### src/rtl/sys_boot_ctrl.sv
// Boot/run controller: holds the core in reset, streams a program into instruction memory,
// releases the core, then watches for halt (jump-to-self), watchdog timeout or abort.
module sys_boot_ctrl #(
   parameter int unsigned INS_WIDTH     = 12,
   parameter int unsigned INSADDR_WIDTH = 8,
   parameter int unsigned CYC_WIDTH     = 32,
   parameter int unsigned HALT_CYCLES   = 4,
   parameter int unsigned WDOG_LIMIT    = 100000
) (
   input  logic                     clk,
   input  logic                     rst,
   input  logic                     start,
   input  logic                     abort,
   input  logic                     ld_valid,
   output logic                     ld_ready,
   input  logic [INS_WIDTH-1:0]     ld_data,
   input  logic                     ld_last,
   output logic                     imem_wr,
   output logic [INSADDR_WIDTH-1:0] imem_addr,
   output logic [INS_WIDTH-1:0]     imem_wdata,
   input  logic [INSADDR_WIDTH-1:0] instr_addr,
   output logic                     cpu_rst,
   output logic                     busy,
   output logic                     done,
   output logic                     err,
   output logic [1:0]               err_code,
   output logic [INSADDR_WIDTH:0]   prog_len,
   output logic [CYC_WIDTH-1:0]     cycles
);

   localparam int unsigned HCW = $clog2(HALT_CYCLES + 1);
   localparam logic [INSADDR_WIDTH:0] DEPTH  = {1'b1, {INSADDR_WIDTH{1'b0}}};
   localparam logic [CYC_WIDTH-1:0]   WDOG   = CYC_WIDTH'(WDOG_LIMIT);
   localparam logic [HCW-1:0]         HALT_N = HCW'(HALT_CYCLES);

   typedef enum logic [2:0] {StIdle, StLoad, StRun, StDone, StErr} state_t;

   state_t                     r_state, w_state_d;
   logic                       r_ld_ready, r_imem_wr, r_cpu_rst, r_busy, r_done, r_err;
   logic [INSADDR_WIDTH-1:0]   r_imem_addr, r_prev_addr;
   logic [INS_WIDTH-1:0]       r_imem_wdata;
   logic [1:0]                 r_err_code, w_err_code_d;
   logic [INSADDR_WIDTH:0]     r_prog_len, w_prog_len_d;
   logic [CYC_WIDTH-1:0]       r_cycles, w_cycles_d, w_cyc_inc;
   logic [HCW-1:0]             r_halt_cnt, w_halt_cnt_d, w_halt_inc;
   logic                       w_xfer, w_wr;

   always_comb begin
      w_state_d    = r_state;
      w_err_code_d = r_err_code;
      w_prog_len_d = r_prog_len;
      w_cycles_d   = r_cycles;
      w_halt_cnt_d = r_halt_cnt;
      w_wr         = 1'b0;
      w_xfer       = ld_valid & r_ld_ready;
      w_cyc_inc    = (r_cycles == '1) ? r_cycles : r_cycles + 1'b1;
      w_halt_inc   = (instr_addr == r_prev_addr) ? r_halt_cnt + 1'b1 : '0;
      unique case (r_state)
         StIdle, StDone, StErr: begin
            if (start) begin
               w_state_d    = StLoad;
               w_prog_len_d = '0;
               w_cycles_d   = '0;
               w_err_code_d = 2'd0;
               w_halt_cnt_d = '0;
            end
         end
         StLoad: begin
            if (abort) begin
               w_state_d    = StErr;
               w_err_code_d = 2'd3;
            end else if (w_xfer) begin
               // A full memory rejects the word instead of wrapping onto address 0
               if (r_prog_len == DEPTH) begin
                  w_state_d    = StErr;
                  w_err_code_d = 2'd1;
               end else begin
                  w_wr         = 1'b1;
                  w_prog_len_d = r_prog_len + 1'b1;
                  if (ld_last) begin
                     w_state_d    = StRun;
                     w_halt_cnt_d = '0;
                  end
               end
            end
         end
         StRun: begin
            if (abort) begin
               w_state_d    = StErr;
               w_err_code_d = 2'd3;
            end else begin
               // cycles counts every RUN cycle, including the one that leaves RUN
               w_cycles_d   = w_cyc_inc;
               w_halt_cnt_d = w_halt_inc;
               if (w_cyc_inc == WDOG) begin
                  w_state_d    = StErr;
                  w_err_code_d = 2'd2;
               end else if (w_halt_inc == HALT_N) begin
                  w_state_d = StDone;
               end
            end
         end
         default: w_state_d = StIdle;
      endcase
   end

   always_ff @(posedge clk or negedge rst) begin
      if (!rst) begin
         r_state      <= StIdle;
         r_ld_ready   <= 1'b0;
         r_imem_wr    <= 1'b0;
         r_imem_addr  <= '0;
         r_imem_wdata <= '0;
         r_cpu_rst    <= 1'b1;
         r_busy       <= 1'b0;
         r_done       <= 1'b0;
         r_err        <= 1'b0;
         r_err_code   <= 2'd0;
         r_prog_len   <= '0;
         r_cycles     <= '0;
         r_halt_cnt   <= '0;
         r_prev_addr  <= '0;
      end else begin
         r_state      <= w_state_d;
         r_ld_ready   <= (w_state_d == StLoad);
         r_imem_wr    <= w_wr;
         if (w_wr) begin
            r_imem_addr  <= r_prog_len[INSADDR_WIDTH-1:0];
            r_imem_wdata <= ld_data;
         end
         r_cpu_rst    <= (w_state_d != StRun);
         r_busy       <= (w_state_d == StLoad) || (w_state_d == StRun);
         r_done       <= (w_state_d == StDone);
         r_err        <= (w_state_d == StErr);
         r_err_code   <= w_err_code_d;
         r_prog_len   <= w_prog_len_d;
         r_cycles     <= w_cycles_d;
         r_halt_cnt   <= w_halt_cnt_d;
         r_prev_addr  <= instr_addr;
      end
   end

   assign ld_ready   = r_ld_ready;
   assign imem_wr    = r_imem_wr;
   assign imem_addr  = r_imem_addr;
   assign imem_wdata = r_imem_wdata;
   assign cpu_rst    = r_cpu_rst;
   assign busy       = r_busy;
   assign done       = r_done;
   assign err        = r_err;
   assign err_code   = r_err_code;
   assign prog_len   = r_prog_len;
   assign cycles     = r_cycles;

endmodule

### config.mk
export PLATFORM = sky130hd
export DESIGN_NAME = sys_boot_ctrl
export DESIGN_NICKNAME = d
export VERILOG_FILES = /design/src/rtl/sys_boot_ctrl.sv
export SDC_FILE = /design/constraint.sdc
export NUM_CORES = 1
export LEC_CHECK = 0
export CAP_MARGIN = 20
export CORE_ASPECT_RATIO = 0.6
export CORE_MARGIN = 1.5
export CORE_UTILIZATION = 58
export CTS_BUF_LIST = sky130_fd_sc_hd__clkbuf_4
export DETAILED_ROUTE_END_ITERATION = 12
export PLACE_DENSITY = 0.89
export SLEW_MARGIN = 0
export SYNTH_ARGS = -nofsm -noshare
export SYNTH_HDL_FRONTEND = slang
export SYNTH_SLANG_ARGS = --single-unit
### constraint.sdc
create_clock -name clk -period 5.45 [get_ports clk]
set_clock_uncertainty 0.2 [all_clocks]
set_input_delay 1.09 -clock clk [delete_from_list [all_inputs] [get_ports clk]]
set_output_delay 1.09 -clock clk [all_outputs]
set_load 0.01 [all_outputs]
==> results by group <==
Outcome
  • Outcome: finished, final reports clean

Cells and area
  • Layout cells sized above 1: 0.102
  • Area grow syn2layout: 24.0%
  • Layout Nets: 613
  • Commonest non-fill, non-tap cell in the layout: clkdlybuf4s50_1
  • N_diodes: 0
  • Fillers: 589
  • Area occupied by registers: 2080 um2
  • Multi-input gate area: 2490 um2
  • Most frequent cells in the layout: clkdlybuf4s50_1, dfrtp_1, o21ai_0

STA
  • Final critical-path share of the clock period: 0.736
  • RSZ-0062 raised after global routing: false
  • Setup ws final: 1440 ps
  • Measured slew at the worst slew-check pin: 1040 ps
  • Final hold vios: 0
  • F_max: 0.249 GHz
  • Relative slew slack: 0.308
  • Final Setup Violations: 0
  • Final Max Slew Viols: 0
  • Post-route minimum period: 4010 ps
  • Final TNS setup: 0 ps

Power and ir drop
  • Logic pwr share: 0.269
  • Flop pwr share: 0.486
  • Worst VDD drop: 0.000245 V
  • PwrDens: 264 nW/um2
  • Leakage power: 0.00235 uW
  • Clock power frac: 0.246
  • Internal Power: 1060 uW
  • Sw frac: 0.314
  • Switching power summed over all nets: 485 uW
  • Overall Power: 1540 uW

Logic synthesis
  • Synth cell types: 66
  • Post-Syn Instances: 505
  • Largest cells by area after synthesis: dfrtp_1, o21ai_0, mux2_2
  • Synth async-reset ratio: 1.00
  • Synth Flop Type: dfrtp_1
  • Post-synth top area share: 0.435
  • Synth area leader: dfrtp_1
  • Mapped Area: 4720 um2
  • Post-synthesis average cell area: 9.34 um2
  • Number of flops mapped to enable cells by yosys: 0
  • Number of synthesized register bits: 83
  • Seq/Total Area, Yosys: 0.441
  • Synth Net Count: 535
  • Synth warnings: 0

Detailed routing
  • Routed via count: 4392
  • Final wirelength: 13300 um
  • Per-cell routed wire length: 19.1 um
  • Met3 wire length: 1520 um
  • Vias/cell: 6.31
  • Post-detailed-route count of antenna-violating nets: 0
  • # DRC: 0
  • Top sig layer: met4
  • Drt first pass iters: 6
  • DRT iter0 DRCs: 606
  • Routed wl met2: 5420 um
  • Routed length on met1: 6220 um

Setup path
  • Reg-to-reg startpoint: cycles[0]
  • R2R depth: 10
  • Crit. End Element: flop
  • R2R Setup Slk: 1440 ps
  • CP Cell Sequence: ha_1 -> nand4_4 -> nor4_4 -> nand3_1 -> nand4_1 -> a32oi_1 -> a211oi_1 -> nand3_2 -> a211oi_2 -> mux2_2
  • CP arrival: 4190 ps
  • Kind of critical path: flop to flop
  • Crit-path max cell delay: 520 ps
  • Crit path required time: 5640 ps
  • CP max FO: 12
  • Setup crit start kind: flop
  • CP max-delay cell: nor4_4
  • Reg2reg end: err_code[1]

Global route
  • Grt total ovfl: 0
  • Initial antenna violation count: 0
  • Vias in the first global route: 3979
  • First-pass GRT wire length: 21200 um
  • Largest net degree at the start of global routing: 84
  • Global Route Usage Sum: 0.319

Floorplanning
  • Die Ht: 72.9 um
  • Die area: 8700 um2
  • Die X: 119 um
  • Io pins: 95
  • CORE AREA: 7880 um2
  • Initial core utilization: 0.598
  • FP Rows: 25

Clock network
  • TritonCTS clock tree: yes
  • Sink Count: 83
  • Clk buf depth: 2
  • Cts hold-fix bufs: 0
  • Post-CTS setup buffer count: 0
  • CTS root buf: clkbuf_4
  • Reg clk slew, reported paths: 160 ps
  • Clock latency on the worst-skew pair: 480 ps
  • Resize count post-CTS: 0
  • H-tree depth: 3
  • CTS buffer count: 9

Place
  • IO Port Bufs: 94
  • DP HPWL: 9350 um
  • Final GP Congestion: 1.03
  • Dpl ws: 1570 ps

Worst hold path
  • Min-delay worst type: primary input to asynchronous set/reset pin

Run
  • Max-cap viol count: 0
==> per-layer routing <==
layer,GRT usage,vias up
li1,-,2006
met1,0.492,2094
met2,0.446,269
met3,0.0844,23
met4,0.0767,0
met5,0,-
==> metrics by stage <==
step / cell area, um2 / utilization / std cells / hold WS (ps)
after floorplan: 4720 / - / 505 / 253
after global placement: 5680 / 0.721 / 679 / 265
after detailed placement: 5680 / 0.721 / 679 / 286
after CTS: 5820 / 0.739 / 695 / 318
after global routing: 5850 / 0.742 / 696 / 279
final: 5850 / 0.742 / 696 / 288
==> synthesized netlist by cell type (2+ instances only) <==
library cell	count
a21o_1	2
a21oi_1	15
a221o_1	2
a22o_1	2
a22oi_1	2
a31oi_1	7
and2_1	9
and3_1	9
and4_1	7
buf_2	6
clkbuf_1	21
dfrtp_1	82
ha_1	4
inv_1	7
mux2_2	21
mux2i_1	5
nand2_1	43
nand2b_1	4
nand3_1	20
nand4_1	17
nor2_1	44
nor2b_1	7
nor3_1	11
nor3b_1	2
nor4_1	6
nor4_2	2
nor4b_1	2
o21ai_0	58
o21bai_1	2
o31ai_1	10
o41ai_1	6
or2_2	5
or3_1	4
or4_1	3
xnor2_1	10
xor2_1	18
==> power groups by stage <==
stage / combinational [uW] / clock, uW / sequential, uW
after floorplan: 177 / 0 / 772
after global placement: 393 / 0 / 754
after detailed placement: 410 / 0 / 761
after CTS: 412 / 384 / 749
after global routing: 444 / 408 / 759
final: 415 / 379 / 750
==> kinds of logic (layout without fill, tap and decap cells) <==
family / Yosys count / after routing / synth area share
compound gates: 122 / 122 / 0.168
mux: 26 / 26 / 0.0607
buf+inv: 37 / 120 / 0.0321
xor+xnor: 28 / 28 / 0.0520
flops: 83 / 83 / 0.441
simple gates: 205 / 205 / 0.236
fa+ha+maj: 4 / 4 / 0.0106
==> layout make-up <==
| type | count | area share |
|---|---|---|
| Clock inverter | 6 | 0.0111 |
| Sequential cell | 83 | 0.355 |
| Inverter | 7 | 0.00449 |
| Tap cell | 108 | 0.0231 |
| Timing Repair Buffer | 97 | 0.168 |
| Multi-Input combinational cell | 385 | 0.426 |
| Clock buffer | 10 | 0.0128 |
==> sequential cells by signal, indices dropped and copies added, names as in the netlist <==
register,count
r_prev_addr,8
done,1
imem_addr,8
prog_len,9
cycles,32
err_code,2
err,1
r_halt_cnt,3
ld_ready,1
r_state,3
cpu_rst,1
imem_wr,1
imem_wdata,12
busy,1
==> how the worst max path moves through the flow <==
| stage | from | to |
|---|---|---|
| after floorplan | cycles[0] | err_code[1] |
| after CTS | cycles[0] | err_code[1] |
| final | cycles[0] | err_code[1] |
| after detailed placement | cycles[0] | err_code[1] |
| after global placement | cycles[0] | err_code[1] |
| after global routing | cycles[0] | err_code[1] |
==> worst max-delay path: cells and delay by family, from the launching register on <==
kind            cells  cell delay (ps)
fa+ha+maj           1              370
compound gates      3              750
flops               1              500
mux                 1              370
simple gates        5             1740
Power figures use the tool's default switching activity.
